### src/rtl/ber_ctrl.sv
// Measurement sequencer for a BER checker: clears it, gates symbols to it until sync,
// counts a fixed window of strobes, then snapshots its counts.
// Optional macro BER_CTRL_CONTINUOUS_EN makes DONE restart the measurement instead of idling.
module ber_ctrl #(
    parameter int RST_CYCLES   = 4,
    parameter int SYNC_TIMEOUT = 270000
) (
    input  logic        clock,
    input  logic        i_reset,
    input  logic        i_start,
    input  logic        i_stop,
    input  logic [32:0] i_window,
    input  logic        i_sym_valid,
    input  logic        i_ber_synced,
    input  logic [32:0] i_ber_errors,
    input  logic [32:0] i_ber_bits,
    output logic        o_ber_reset,
    output logic        o_ber_valid,
    output logic        o_busy,
    output logic        o_done,
    output logic        o_timeout,
    output logic [32:0] o_errors,
    output logic [32:0] o_bits,
    output logic [2:0]  o_state
);

    localparam int CNT_W = 33;
    localparam logic [CNT_W-1:0] RST_LAST  = CNT_W'(RST_CYCLES - 1);
    localparam logic [CNT_W-1:0] SYNC_LAST = CNT_W'(SYNC_TIMEOUT - 1);

    typedef enum logic [2:0] {
        S_IDLE  = 3'd0,
        S_CLR   = 3'd1,
        S_SYNC  = 3'd2,
        S_MEAS  = 3'd3,
        S_DRAIN = 3'd4,
        S_DONE  = 3'd5,
        S_FAIL  = 3'd6
    } state_t;

    state_t             state_q;
    state_t             state_d;
    logic               fwd;
    logic               start_acc;
    logic [CNT_W-1:0]   window_q;
    logic [CNT_W-1:0]   rst_cnt_q;
    logic [CNT_W-1:0]   sync_cnt_q;
    logic [CNT_W-1:0]   meas_cnt_q;
    logic [CNT_W-1:0]   errors_q;
    logic [CNT_W-1:0]   bits_q;
    logic               timeout_q;

    // A zero-length window would never terminate, so it is promoted to one bit.
    function automatic logic [CNT_W-1:0] sanitize_window(input logic [CNT_W-1:0] w);
        return (w == '0) ? CNT_W'(1) : w;
    endfunction

    assign start_acc = (state_q == S_IDLE) && i_start;

    always_comb begin
        state_d = state_q;
        fwd     = 1'b0;
        case (state_q)
            S_IDLE: begin
                if (i_start)
                    state_d = S_CLR;
            end
            S_CLR: begin
                if (rst_cnt_q == RST_LAST)
                    state_d = S_SYNC;
            end
            S_SYNC: begin
                fwd = i_sym_valid && !i_ber_synced;
                // Sync on the same cycle as the last allowed strobe still counts as success.
                if (i_ber_synced)
                    state_d = S_MEAS;
                else if (fwd && (sync_cnt_q == SYNC_LAST))
                    state_d = S_FAIL;
            end
            S_MEAS: begin
                fwd = i_sym_valid && (meas_cnt_q < window_q);
                if (fwd && (meas_cnt_q == window_q - CNT_W'(1)))
                    state_d = S_DRAIN;
            end
            S_DRAIN: state_d = S_DONE;
            S_DONE: begin
`ifdef BER_CTRL_CONTINUOUS_EN
                state_d = S_CLR;
`else
                state_d = S_IDLE;
`endif
            end
            S_FAIL:  state_d = S_IDLE;
            default: state_d = S_IDLE;
        endcase

        if (i_stop && (state_q != S_IDLE)) begin
            fwd     = 1'b0;
            state_d = S_IDLE;
        end
    end

    always_ff @(posedge clock) begin
        if (i_reset) begin
            state_q    <= S_IDLE;
            window_q   <= '0;
            rst_cnt_q  <= '0;
            sync_cnt_q <= '0;
            meas_cnt_q <= '0;
            errors_q   <= '0;
            bits_q     <= '0;
            timeout_q  <= 1'b0;
        end else begin
            state_q <= state_d;

            if (start_acc) begin
                window_q  <= sanitize_window(i_window);
                timeout_q <= 1'b0;
            end else if ((state_q == S_SYNC) && (state_d == S_FAIL)) begin
                timeout_q <= 1'b1;
            end

            // Each counter is live only while its state persists, so it starts at 0 on entry.
            if ((state_q == S_CLR) && (state_d == S_CLR))
                rst_cnt_q <= rst_cnt_q + CNT_W'(1);
            else
                rst_cnt_q <= '0;

            if ((state_q == S_SYNC) && (state_d == S_SYNC))
                sync_cnt_q <= sync_cnt_q + CNT_W'(fwd);
            else
                sync_cnt_q <= '0;

            if ((state_q == S_MEAS) && (state_d == S_MEAS))
                meas_cnt_q <= meas_cnt_q + CNT_W'(fwd);
            else
                meas_cnt_q <= '0;

            if ((state_q == S_DRAIN) && (state_d == S_DONE)) begin
                errors_q <= i_ber_errors;
                bits_q   <= i_ber_bits;
            end
        end
    end

    assign o_ber_valid = fwd && !i_reset;
    assign o_ber_reset = (state_q == S_CLR) && !i_reset;
    assign o_busy      = (state_q != S_IDLE) && !i_reset;
    assign o_done      = (state_q == S_DONE) && !i_reset;
    assign o_timeout   = timeout_q;
    assign o_errors    = errors_q;
    assign o_bits      = bits_q;
    assign o_state     = state_q;

endmodule

### config.mk
export PLATFORM = sky130hd
export DESIGN_NAME = ber_ctrl
export DESIGN_NICKNAME = d
export VERILOG_FILES = /design/src/rtl/ber_ctrl.sv
export SDC_FILE = /design/constraint.sdc
export NUM_CORES = 1
export LEC_CHECK = 0
export BUFFER_PORTS_ARGS = -buffer_cell sky130_fd_sc_hd__buf_2
export CAP_MARGIN = 25
export CORE_MARGIN = 2
export CORE_UTILIZATION = 35
export DETAILED_ROUTE_END_ITERATION = 8
export PLACE_DENSITY = 0.52
export SLEW_MARGIN = 20
export SYNTH_ARGS = -nofsm -noshare
export SYNTH_HDL_FRONTEND = slang
export SYNTH_SLANG_ARGS = --single-unit
### constraint.sdc
create_clock -name clock -period 9.8 [get_ports clock]
set_input_delay 1.47 -clock clock [delete_from_list [all_inputs] [get_ports clock]]
set_output_delay 1.47 -clock clock [all_outputs]
set_load 0.1 [all_outputs]
==> run metrics <==
First DRT Iteration DRCs approximately 580; Setup crit start kind register; DRT Wirelength slightly below 30000 um; sequential share of power 42.7%; Die Ht 173 um; Post-synth EDFFs 0; TritonCTS clock tree yes; post-CTS setup buffers 0; highest-count cells in the layout ignoring fill and taps dfxtp_1, nand2_1, buf_2, nor2_1, a21oi_1; Inserted Clock Buffers 25; Max-slew headroom 25.1%; FF-to-FF Start window_q[10]$_SDFFE_PP0P_; Worst path top cell family by delay compound AO/OA/AOI/OAI gates; H-tree depth 1; placed inst area around 11000 um2; Pint approximately 1.5 mW; maximum VDD drop just under 0.1 mV; CP Cell Sequence inv_1 -> ha_1 -> a21o_1 -> nand3_1 -> a21oi_1 -> a2111oi_0 -> o21ai_0 -> a21oi_1 -> mux2i_1 -> nor4_1 -> buf_2; Core ar. between 20000 and 30000 um2; Top Metal Used met5; number of cells on the critical path 11; CTS Hold Bufs 0; DP Wirelength approximately 22000 um; Initial Util a little over a third; footprint of the multi-input gates 5560 um2; vias in the first global route slightly above 8000; post-synthesis cell type count 60; Netlist Area Pre-Place roughly 10000 um2; CP max-delay cell buf_2; Post-Syn Instances between 1000 and 1500; Max Fclk around 0.19 GHz; Final Hold Fails 0; wire length on met1 14500 um; Seq/Total Area, Yosys between 40% and 50%; Port-buffer cells 178; Ports about 180; Die Span X 173 um; leakage roughly 4.6 nW; nets@finish ~1500; FFs w/ async S/R, synth 0%; maximum clock insertion buffer count 3; vias ~9000; worst setup path endpoint o_ber_valid; Site Rows a little over 60; Register Area roughly 4000 um2; clock network power share about 48%; slowest stage delay, CP between 0.5 and 0.6 ns; final period utilization 53.7%; Worst EP required around 8.3 ns; Post-CTS Resized 0; DRC 0; Primary FF master, synth dfxtp_1; GRT overflow 0; worst path bufs/invs 2; final setup fails 0; # fillers 2893; largest net degree at the start of global routing just under 80; vias per cell between 5 and 6; met2 WL ~13000 um; Post-Route Setup TNS 0 ns; final worst path period need approximately 5.3 ns; CP endpoint kind output port; Max Clock Skew between 0.015 and 0.02 ns; syn avg cell area just over 8 um2; CP max FO 6; routability congestion estimate approximately 0.9; Worst R2R Path Depth 18; Routed Antenna Nets 0; Slew @ Worst Pin between 1 and 1.5 ns; DR pass1 iterations 6; Hold Path Origin rst_cnt_q[0]$_SDFF_PP0_; Overall Global Routing Usage a little under a fifth; die area between 20000 and 30000 um2; Comb power frac about a tenth; P&R area growth vs syn 20.6%; outcome finished, final reports clean; Finished Cell Area approximately 12000 um2; P_sw roughly 0.5 mW; MaxCap Viol Count 0; commonest non-fill, non-tap cell in the layout dfxtp_1; Worst Setup SP window_q[10]$_SDFFE_PP0P_; clock-pin slew on the worst setup and hold paths ~0.06 ns; clk root buf clkbuf_16; Worst R2R End meas_cnt_q[30]$_SDFF_PP0_; Syn. warnings 0; syn nets approximately 1400; routed len/inst between 15 and 20 um; most frequent CP cell a21oi_1; first-pass GRT wire length between 40000 and 50000 um; PwrDens around 170 nW/um2; Final Max Slew Viols 0; clk sinks 202; Sw Share approximately a quarter; Worst-Skew Late Latency between 0.5 and 0.6 ns; antenna violations before repair 2; layout cells sized above 1 a little under a fifth; kind of critical path reg -> out; Worst Hold Class reg -> reg; RSZ-0062 raised after global routing no; worst path arrival time approximately 3.8 ns; met3 WL between 1500 and 2000 um; setup slack, reg-to-reg between 5 and 6 ns; Synth Register Bits a little over 200
## final cells by class
| class | count | share of cell area (%) |
|---|---|---|
| Antenna cell | 1 | 0.0208 |
| Tap cell | 378 | 3.93 |
| Sequential cell | 202 | 33.6 |
| Timing Repair Buffer | 186 | 7.96 |
| Clock inverter | 8 | 0.893 |
| Clock buffer | 35 | 6.25 |
| Inverter | 41 | 1.28 |
| Multi-Input combinational cell | 914 | 46.1 |
## power groups by stage
| stage | clock network (mW) | registers, mW | logic [mW] |
|---|---|---|---|
| floorplan | 0 | 0.864 | 0.121 |
| global placement | 0 | 0.868 | 0.187 |
| detailed placement | 0 | 0.868 | 0.186 |
| CTS | 0.980 | 0.850 | 0.188 |
| global route | 1.01 | 0.853 | 0.207 |
| finish | 0.955 | 0.851 | 0.189 |
## through the flow
step	instances	utilization (%)	setup slack, ns	hold slack, ns	power, mW
6_report	1765	43.1	4.54	0.446	1.99
5_1_grt	1764	43.1	4.21	0.462	2.07
4_1_cts	1764	43.1	4.54	0.445	2.02
3_5_place_dp	1721	40.0	5.09	0.433	1.05
3_3_place_gp	1720	40.0	5.12	0.423	1.05
2_1_floorplan	1211	-	3.62	0.413	0.985
## worst min path at each step
stage / to / slack [ns] / cells after the start
after floorplan: rst_cnt_q[0]$_SDFF_PP0_ / 0.41 / 1
after global placement: rst_cnt_q[0]$_SDFF_PP0_ / 0.42 / 1
after detailed placement: rst_cnt_q[0]$_SDFF_PP0_ / 0.43 / 1
after CTS: rst_cnt_q[0]$_SDFF_PP0_ / 0.44 / 1
after global routing: rst_cnt_q[0]$_SDFF_PP0_ / 0.46 / 1
final: rst_cnt_q[0]$_SDFF_PP0_ / 0.45 / 1
## Yosys cell counts, types with 2 or more instances
| master | count | share of area (%) |
|---|---|---|
| a211oi_1 | 2 | 0.15 |
| and3_1 | 25 | 1.6 |
| or3_1 | 10 | 0.63 |
| buf_6 | 4 | 0.45 |
| nor4_1 | 28 | 1.8 |
| nand3_1 | 46 | 2.3 |
| xor2_1 | 76 | 6.7 |
| nand4_1 | 33 | 2.1 |
| clkbuf_1 | 43 | 1.6 |
| or2_2 | 7 | 0.44 |
| and2_1 | 7 | 0.44 |
| or4_1 | 8 | 0.60 |
| nor3_2 | 9 | 0.90 |
| dfxtp_1 | 202 | 40 |
| ha_1 | 39 | 4.9 |
| nor3b_1 | 5 | 0.38 |
| nand2_1 | 194 | 7.3 |
| nor4b_1 | 6 | 0.53 |
| mux2i_1 | 4 | 0.40 |
| nor4_2 | 2 | 0.25 |
| o21ai_0 | 22 | 1.1 |
| nor2_1 | 113 | 4.2 |
| and4_1 | 9 | 0.79 |
| buf_1 | 6 | 0.23 |
| nor3_1 | 45 | 2.3 |
| inv_1 | 41 | 1.5 |
| o2111ai_1 | 2 | 0.18 |
| a21oi_1 | 88 | 4.4 |
| nor2b_1 | 7 | 0.44 |
| xnor2_1 | 49 | 4.3 |
| nand4b_1 | 2 | 0.18 |
| a22o_1 | 30 | 2.6 |
| a32o_1 | 2 | 0.20 |
| nand2b_1 | 5 | 0.31 |
| nand3b_1 | 5 | 0.38 |
| a31oi_1 | 6 | 0.38 |
| o211ai_1 | 3 | 0.23 |
| o31ai_1 | 4 | 0.30 |
## sequential cells by signal, indices dropped and copies added (netlist names)
register	cells
meas_cnt_q	33
o_bits	33
o_errors	33
o_state	3
o_timeout	1
rst_cnt_q	33
sync_cnt_q	33
window_q	33
## per-layer routing
layer / vias to the layer above / GRT usage, %
li1: 4537 / -
met5: - / 0
met2: 219 / 29.4
met1: 4200 / 28.3
met4: 2 / 3.39
met3: 35 / 3.12
## kinds of logic (layout without fill, tap and decap cells)
| kind of cell | count (synthesis) | after routing | share of synthesized area (%) |
|---|---|---|---|
| flip-flops | 202 | 202 | 40.5 |
| buffers and inverters | 95 | 270 | 4.03 |
| AO/OA/AOI/OAI | 174 | 174 | 10.9 |
| AND/OR/NAND/NOR | 570 | 570 | 28.2 |
| XOR/XNOR | 125 | 125 | 11.0 |
| adder cells (fa/ha/maj) | 40 | 40 | 4.98 |
| other | 0 | 1 | 0 |
| multiplexers | 5 | 5 | 0.513 |
(Power assumes the default switching activity.)
